<file path="src/rtl/pcpi_seg_bridge_if.sv">
// Segment-in / PCPI / segment-out bus bundle for pcpi_seg_bridge.
// slave is the bridge's view; master is the pad side plus coprocessor.
interface pcpi_seg_bridge_if #(
  parameter int unsigned SEG_W  = 4,
  parameter int unsigned INSN_W = 32,
  parameter int unsigned RD_W   = 32
);
  logic [SEG_W-1:0]  seg_in;
  logic              seg_valid;
  logic              seg_ready;
  logic              pcpi_valid;
  logic [INSN_W-1:0] pcpi_insn;
  logic              pcpi_ready;
  logic              pcpi_wr;
  logic              pcpi_wait;
  logic [RD_W-1:0]   pcpi_rd;
  logic [SEG_W-1:0]  res_seg;
  logic              res_valid;
  logic              res_ready;
  logic              busy;
  logic              timeout_err;

  modport slave (
    input  seg_in, seg_valid, pcpi_ready, pcpi_wr, pcpi_wait, pcpi_rd, res_ready,
    output seg_ready, pcpi_valid, pcpi_insn, res_seg, res_valid, busy, timeout_err
  );

  modport master (
    output seg_in, seg_valid, pcpi_ready, pcpi_wr, pcpi_wait, pcpi_rd, res_ready,
    input  seg_ready, pcpi_valid, pcpi_insn, res_seg, res_valid, busy, timeout_err
  );
endinterface

</file>
<file path="src/rtl/pcpi_seg_bridge.sv">
// Segmented PCPI front end: assembles an instruction from narrow segments,
// issues it with a timeout, and streams the result back LSB segment first.
module pcpi_seg_bridge #(
  parameter int unsigned SEG_W   = 4,
  parameter int unsigned INSN_W  = 32,
  parameter int unsigned RD_W    = 32,
  parameter int unsigned TIMEOUT = 255
) (
  input logic              clk,
  input logic              rst_n,
  pcpi_seg_bridge_if.slave bus
);
  localparam int unsigned NSEG = INSN_W / SEG_W;
  localparam int unsigned NRES = RD_W / SEG_W;
  localparam int unsigned SC_W = (NSEG > 1) ? $clog2(NSEG) : 1;
  localparam int unsigned RC_W = (NRES > 1) ? $clog2(NRES) : 1;
  localparam int unsigned TO_W = (TIMEOUT > 0) ? $clog2(TIMEOUT + 1) : 1;

  typedef enum logic [1:0] {S_LOAD, S_ISSUE, S_DRAIN} state_e;

  state_e            state_q, state_d;
  logic [SC_W-1:0]   seg_cnt_q, seg_cnt_d;
  logic [RC_W-1:0]   res_cnt_q, res_cnt_d;
  logic [TO_W-1:0]   to_cnt_q, to_cnt_d;
  logic [INSN_W-1:0] insn_q, insn_d;
  logic [RD_W-1:0]   shift_q, shift_d;
  logic              err_q, err_d;
  logic              pcpi_valid_q, pcpi_valid_d;
  logic              res_valid_q, res_valid_d;
  logic              busy_q, busy_d;
  logic              seg_ready_q, seg_ready_d;
  logic [TO_W-1:0]   to_inc;

  assign to_inc = to_cnt_q + TO_W'(1);

  // Next-state and datapath; output flags are registered copies of state_d.
  always_comb begin
    state_d   = state_q;
    seg_cnt_d = seg_cnt_q;
    res_cnt_d = res_cnt_q;
    to_cnt_d  = to_cnt_q;
    insn_d    = insn_q;
    shift_d   = shift_q;
    err_d     = err_q;
    case (state_q)
      S_LOAD: begin
        if (bus.seg_valid && seg_ready_q) begin
          insn_d[SEG_W*int'(seg_cnt_q) +: SEG_W] = bus.seg_in;
          if (seg_cnt_q == '0) err_d = 1'b0;
          if (seg_cnt_q == SC_W'(NSEG - 1)) begin
            seg_cnt_d = '0;
            to_cnt_d  = '0;
            state_d   = S_ISSUE;
          end else begin
            seg_cnt_d = seg_cnt_q + SC_W'(1);
          end
        end
      end
      S_ISSUE: begin
        if (bus.pcpi_ready) begin
          if (bus.pcpi_wr) begin
            shift_d   = bus.pcpi_rd;
            res_cnt_d = '0;
            state_d   = S_DRAIN;
          end else begin
            state_d = S_LOAD;
          end
        end else if (!bus.pcpi_wait && (TIMEOUT != 0)) begin
          // Ready takes precedence over expiry, hence the else-chain.
          if (to_inc == TO_W'(TIMEOUT)) begin
            err_d   = 1'b1;
            state_d = S_LOAD;
          end else begin
            to_cnt_d = to_inc;
          end
        end
      end
      S_DRAIN: begin
        if (res_valid_q && bus.res_ready) begin
          shift_d = shift_q >> SEG_W;
          if (res_cnt_q == RC_W'(NRES - 1)) begin
            res_cnt_d = '0;
            state_d   = S_LOAD;
          end else begin
            res_cnt_d = res_cnt_q + RC_W'(1);
          end
        end
      end
      default: state_d = S_LOAD;
    endcase
    pcpi_valid_d = (state_d == S_ISSUE);
    res_valid_d  = (state_d == S_DRAIN);
    busy_d       = (state_d == S_ISSUE) || (state_d == S_DRAIN);
    seg_ready_d  = (state_d == S_LOAD);
  end

  always_ff @(posedge clk or negedge rst_n) begin
    if (!rst_n) begin
      state_q      <= S_LOAD;
      seg_cnt_q    <= '0;
      res_cnt_q    <= '0;
      to_cnt_q     <= '0;
      insn_q       <= '0;
      shift_q      <= '0;
      err_q        <= 1'b0;
      pcpi_valid_q <= 1'b0;
      res_valid_q  <= 1'b0;
      busy_q       <= 1'b0;
      seg_ready_q  <= 1'b1;
    end else begin
      state_q      <= state_d;
      seg_cnt_q    <= seg_cnt_d;
      res_cnt_q    <= res_cnt_d;
      to_cnt_q     <= to_cnt_d;
      insn_q       <= insn_d;
      shift_q      <= shift_d;
      err_q        <= err_d;
      pcpi_valid_q <= pcpi_valid_d;
      res_valid_q  <= res_valid_d;
      busy_q       <= busy_d;
      seg_ready_q  <= seg_ready_d;
    end
  end

  assign bus.seg_ready   = seg_ready_q;
  assign bus.pcpi_valid  = pcpi_valid_q;
  assign bus.pcpi_insn   = insn_q;
  assign bus.res_seg     = shift_q[SEG_W-1:0];
  assign bus.res_valid   = res_valid_q;
  assign bus.busy        = busy_q;
  assign bus.timeout_err = err_q;
endmodule

</file>
<file path="src/flat_wrapper.sv">
// flat-port wrapper written by rule: the top's interface ports become plain ports
module pcpi_seg_bridge_flat 
#(
  parameter int unsigned SEG_W   = 4,
  parameter int unsigned INSN_W  = 32,
  parameter int unsigned RD_W    = 32,
  parameter int unsigned TIMEOUT = 255
)
  (clk, rst_n, bus_seg_in, bus_seg_valid, bus_pcpi_ready, bus_pcpi_wr, bus_pcpi_wait, bus_pcpi_rd, bus_res_ready, bus_seg_ready, bus_pcpi_valid, bus_pcpi_insn, bus_res_seg, bus_res_valid, bus_busy, bus_timeout_err);
  pcpi_seg_bridge_if #(.SEG_W(SEG_W), .INSN_W(INSN_W), .RD_W(RD_W)) bus_i ();
  input logic clk;
  input logic rst_n;
  input wire logic [$bits(bus_i.seg_in)-1:0] bus_seg_in;
  input wire logic [$bits(bus_i.seg_valid)-1:0] bus_seg_valid;
  input wire logic [$bits(bus_i.pcpi_ready)-1:0] bus_pcpi_ready;
  input wire logic [$bits(bus_i.pcpi_wr)-1:0] bus_pcpi_wr;
  input wire logic [$bits(bus_i.pcpi_wait)-1:0] bus_pcpi_wait;
  input wire logic [$bits(bus_i.pcpi_rd)-1:0] bus_pcpi_rd;
  input wire logic [$bits(bus_i.res_ready)-1:0] bus_res_ready;
  output wire logic [$bits(bus_i.seg_ready)-1:0] bus_seg_ready;
  output wire logic [$bits(bus_i.pcpi_valid)-1:0] bus_pcpi_valid;
  output wire logic [$bits(bus_i.pcpi_insn)-1:0] bus_pcpi_insn;
  output wire logic [$bits(bus_i.res_seg)-1:0] bus_res_seg;
  output wire logic [$bits(bus_i.res_valid)-1:0] bus_res_valid;
  output wire logic [$bits(bus_i.busy)-1:0] bus_busy;
  output wire logic [$bits(bus_i.timeout_err)-1:0] bus_timeout_err;
  assign bus_i.seg_in = bus_seg_in;
  assign bus_i.seg_valid = bus_seg_valid;
  assign bus_i.pcpi_ready = bus_pcpi_ready;
  assign bus_i.pcpi_wr = bus_pcpi_wr;
  assign bus_i.pcpi_wait = bus_pcpi_wait;
  assign bus_i.pcpi_rd = bus_pcpi_rd;
  assign bus_i.res_ready = bus_res_ready;
  assign bus_seg_ready = bus_i.seg_ready;
  assign bus_pcpi_valid = bus_i.pcpi_valid;
  assign bus_pcpi_insn = bus_i.pcpi_insn;
  assign bus_res_seg = bus_i.res_seg;
  assign bus_res_valid = bus_i.res_valid;
  assign bus_busy = bus_i.busy;
  assign bus_timeout_err = bus_i.timeout_err;
  pcpi_seg_bridge #(.SEG_W(SEG_W), .INSN_W(INSN_W), .RD_W(RD_W), .TIMEOUT(TIMEOUT)) u_core (.clk(clk), .rst_n(rst_n), .bus(bus_i));
endmodule
</file>
<file path="config.mk">
export PLATFORM = sky130hd
export DESIGN_NAME = pcpi_seg_bridge_flat
export DESIGN_NICKNAME = d
export VERILOG_FILES = /design/src/rtl/pcpi_seg_bridge_if.sv /design/src/rtl/pcpi_seg_bridge.sv /design/src/flat_wrapper.sv
export SDC_FILE = /design/constraint.sdc
export NUM_CORES = 1
export LEC_CHECK = 0
export BUFFER_PORTS_ARGS = -buffer_cell sky130_fd_sc_hd__buf_2
export CAP_MARGIN = 5
export CORE_MARGIN = 2
export CORE_UTILIZATION = 54
export DETAILED_ROUTE_END_ITERATION = 10
export PLACE_DENSITY_LB_ADDON = 0.12
export SLEW_MARGIN = 40
export SYNTH_ARGS = -nofsm -noshare
export SYNTH_HDL_FRONTEND = slang
export SYNTH_SLANG_ARGS = --single-unit
</file>
<file path="constraint.sdc">
create_clock -name clk -period 2.4 [get_ports clk]
set_input_delay 0.48 -clock clk [delete_from_list [all_inputs] [get_ports clk]]
set_output_delay 0.48 -clock clk [all_outputs]
set_load 0.01 [all_outputs]
</file>
==> results.json <==
{
  "drc": 0,
  "end_kind": "flop",
  "initial_utilization_pct": 55.2,
  "syn_avg_cell_area_um2": 11.5,
  "ys_ff_latch": 85,
  "post-cts-setup-buffer-count": 0,
  "synth_edf_count": 0,
  "gp_congestion": 0.866,
  "crit_fanout": 8,
  "finClkSkew_ns": 0.00811,
  "r2r-start": "u_core.seg_cnt_q[0]",
  "p_leak_nw": 2.31,
  "clockBufferDepth": 2,
  "cts_inserted_buffers": 9,
  "clk_latency_ns": 0.35,
  "reg2reg_to": "u_core.bus.pcpi_insn[9]",
  "slowest_stage": "or4_1",
  "multi_input_area_um2": 1750,
  "fp.dieW_um": 89.9,
  "yosysWarnings": 0,
  "syn_inst": 347,
  "fmax_mhz": 441,
  "dp_slack_ns": 0.153,
  "grt_pass1_wl_um": 13400,
  "drt_wl_total_um": 7670,
  "hold_path_class": "in -> async",
  "cpPeakStageDelay_ns": 0.51,
  "std_cell_rows": 31,
  "rr_worst_depth": 6,
  "powerDensity_nw_per_um2": 1110,
  "syn_nets": 401,
  "antenna_found_initial": 0,
  "ys.flop_type": "dfrtp_1",
  "coreArea_um2": 7210,
  "layout_common_cells": "84 x dfrtp_1, 82 x buf_2, 46 x nand2_1",
  "cpMostUsedCell": "ha_1",
  "holdBufCountCts": 0,
  "setup_viol": 0,
  "drive_gt1_share_pct": 28.2,
  "fin_crit_sh_pct": 94.4,
  "n_antenna_cell": 0,
  "period_minus_slack_ns": 2.27,
  "crit_family": "simple AND/OR/NAND/NOR gates",
  "vias": 2826,
  "yosysSeqAreaShare_pct": 53.4,
  "area_growth_pct": 18.9,
  "relSlewSlack_pct": 65.7,
  "final.fill_count": 609,
  "worst_pin_slew_ns": 0.511,
  "final_nets": 481,
  "grt-ovfl-total": 0,
  "dr.pass1.iters": 4,
  "reg2reg_slack_ns": 0.13,
  "register_area_um2": 2130,
  "post-dp-hpwl_um": 5480,
  "crit_type": "reg -> reg",
  "cp-start-kind": "flop",
  "timing.max_cap.violations": 0,
  "finalMaxSlewViolations": 0,
  "ios": 84,
  "drt-initial-drc-count": 92,
  "ant_nets": 0,
  "grtUsageTotal_pct": 20.5,
  "rsz0062_at_grt": "no",
  "h-tree-depth": 3,
  "status": "finished, final reports clean",
  "grt_start_max_net_pins": 52,
  "clk_pin_slew_ns": 0.09,
  "setup_tns_ns": 0,
  "fp.dieArea_um2": 8080,
  "worst_slack_ns": 0.133,
  "root_buffer": "clkbuf_8",
  "routed_via_density": 5.32,
  "crit_chain": "inv_1, ha_1, ha_1, nand2_1, or4_1, mux2_1",
  "path_buf_inv": 1,
  "report.final.hold_viol_count": 0,
  "fp.dieH_um": 89.9,
  "max-vdd-ir-drop_v": 0.000495,
  "async_flop_share_pct": 100,
  "grt_pass1_vias": 2820,
  "cts_tree": "yes",
  "critical_path_depth": 6,
  "synth_cell_type_count": 49,
  "wl_per_cell_um": 14.4,
  "portBuffers": 83,
  "critPathArrivalTime_ns": 2.51,
  "final_common_cell": "dfrtp_1",
  "worst_ep_required_time_ns": 2.64,
  "cts.sinks": 85,
  "netlist_area_um2": 3980
}
## flip-flops by register name, summed over array words and instances (netlist names)
| signal | flops |
|---|---|
| u_core.bus.pcpi_valid | 1 |
| u_core.bus.seg_ready | 1 |
| u_core.bus.busy | 1 |
| u_core.shift_q | 32 |
| u_core.bus.res_valid | 1 |
| u_core.seg_cnt_q | 3 |
| u_core.res_cnt_q | 3 |
| u_core.to_cnt_q | 8 |
| u_core.bus.timeout_err | 1 |
| u_core.bus.pcpi_insn | 32 |
| u_core.state_q | 2 |
## synth_stat cells, types with 3 or more instances
cell type	instances	area, um^2
a21o_1	4	30.0
a21oi_1	6	30.0
a221oi_1	4	35.0
a22o_1	4	35.0
a31o_1	4	35.0
buf_2	3	15.0
buf_4	4	30.0
clkbuf_1	11	41.3
dfrtp_1	84	2100
ha_1	11	138
inv_1	8	30.0
mux2_1	31	349
mux2i_1	30	300
nand2_1	46	173
nand3_1	6	30.0
nand3b_1	3	22.5
nor2_1	9	33.8
nor2b_1	5	31.3
o21ai_0	5	25.0
o21ai_1	30	150
or3_1	3	18.8
## logic make-up (layout without fill, tap and decap cells)
kind of cell	Yosys count	count (layout)	synth area share (%)
AOI/OAI and AO/OA	64	64	10.5
adders and majority gates	11	11	3.46
buffers and inverters	29	114	3.39
DFF	85	85	53.4
muxes	62	62	16.6
and+or+nand+nor	96	96	12.6
## layout make-up
| type | count | area share (%) |
|---|---|---|
| sequential | 85 | 44.9 |
| multi-input combinational | 233 | 36.9 |
| timing repair buffer | 90 | 10.2 |
| clock buffer | 10 | 2.91 |
| tap | 99 | 2.62 |
| clock inverter | 6 | 1.82 |
| inverter | 8 | 0.634 |
## timing repair
action                                 in CTS  in global routing
setup endpoints to repair                   0                  4
gates resized for setup                     0                  1
endpoints found under the hold margin       0                  0
## worst reg2reg max path: stages, from the launching register on
cell	delay (ns)
dfrtp_1	0.47
inv_1	0.13
ha_1	0.23
ha_1	0.36
nand2_1	0.10
or4_1	0.51
mux2_1	0.35
## stage by stage
stage | power (W) | cells | cell area [um^2] | utilization, % | hold slack [ns]
after floorplan | 0.00357 | 347 | 3980 | - | 0.184
after global placement | 0.00411 | 515 | 4510 | 62.5 | 0.456
after detailed placement | 0.00419 | 515 | 4510 | 62.5 | 0.457
after CTS | 0.00532 | 531 | 4730 | 65.6 | 0.0657
after global routing | 0.00568 | 531 | 4740 | 65.6 | 0.0809
final | 0.00527 | 531 | 4740 | 65.6 | 0.0606
## routing by layer
metal  share of wire, %  vias up  track usage [%]
met1                 48     1356             29.5
met5                  0        -                0
li1                   -     1387                -
met3                4.1       13             3.02
met4                1.9        0             8.85
met2                 46       70             31.3
## worst max-delay path by stage
stage | from | to
floorplan | u_core.seg_cnt_q[0] | u_core.bus.pcpi_insn[10]
global placement | u_core.seg_cnt_q[0] | u_core.bus.pcpi_insn[9]
detailed placement | u_core.seg_cnt_q[0] | u_core.bus.pcpi_insn[24]
CTS | u_core.seg_cnt_q[0] | u_core.bus.pcpi_insn[22]
global route | u_core.seg_cnt_q[0] | u_core.bus.pcpi_insn[31]
finish | u_core.seg_cnt_q[0] | u_core.bus.pcpi_insn[9]
## report_power, final
group | internal (W) | switching, W | leakage [nW]
sequential | 0.00201 | 0.000330 | 1.10
clock | 0.000613 | 0.000509 | 0.112
combinational | 0.000822 | 0.000988 | 1.10
(Power assumes the default switching activity.)
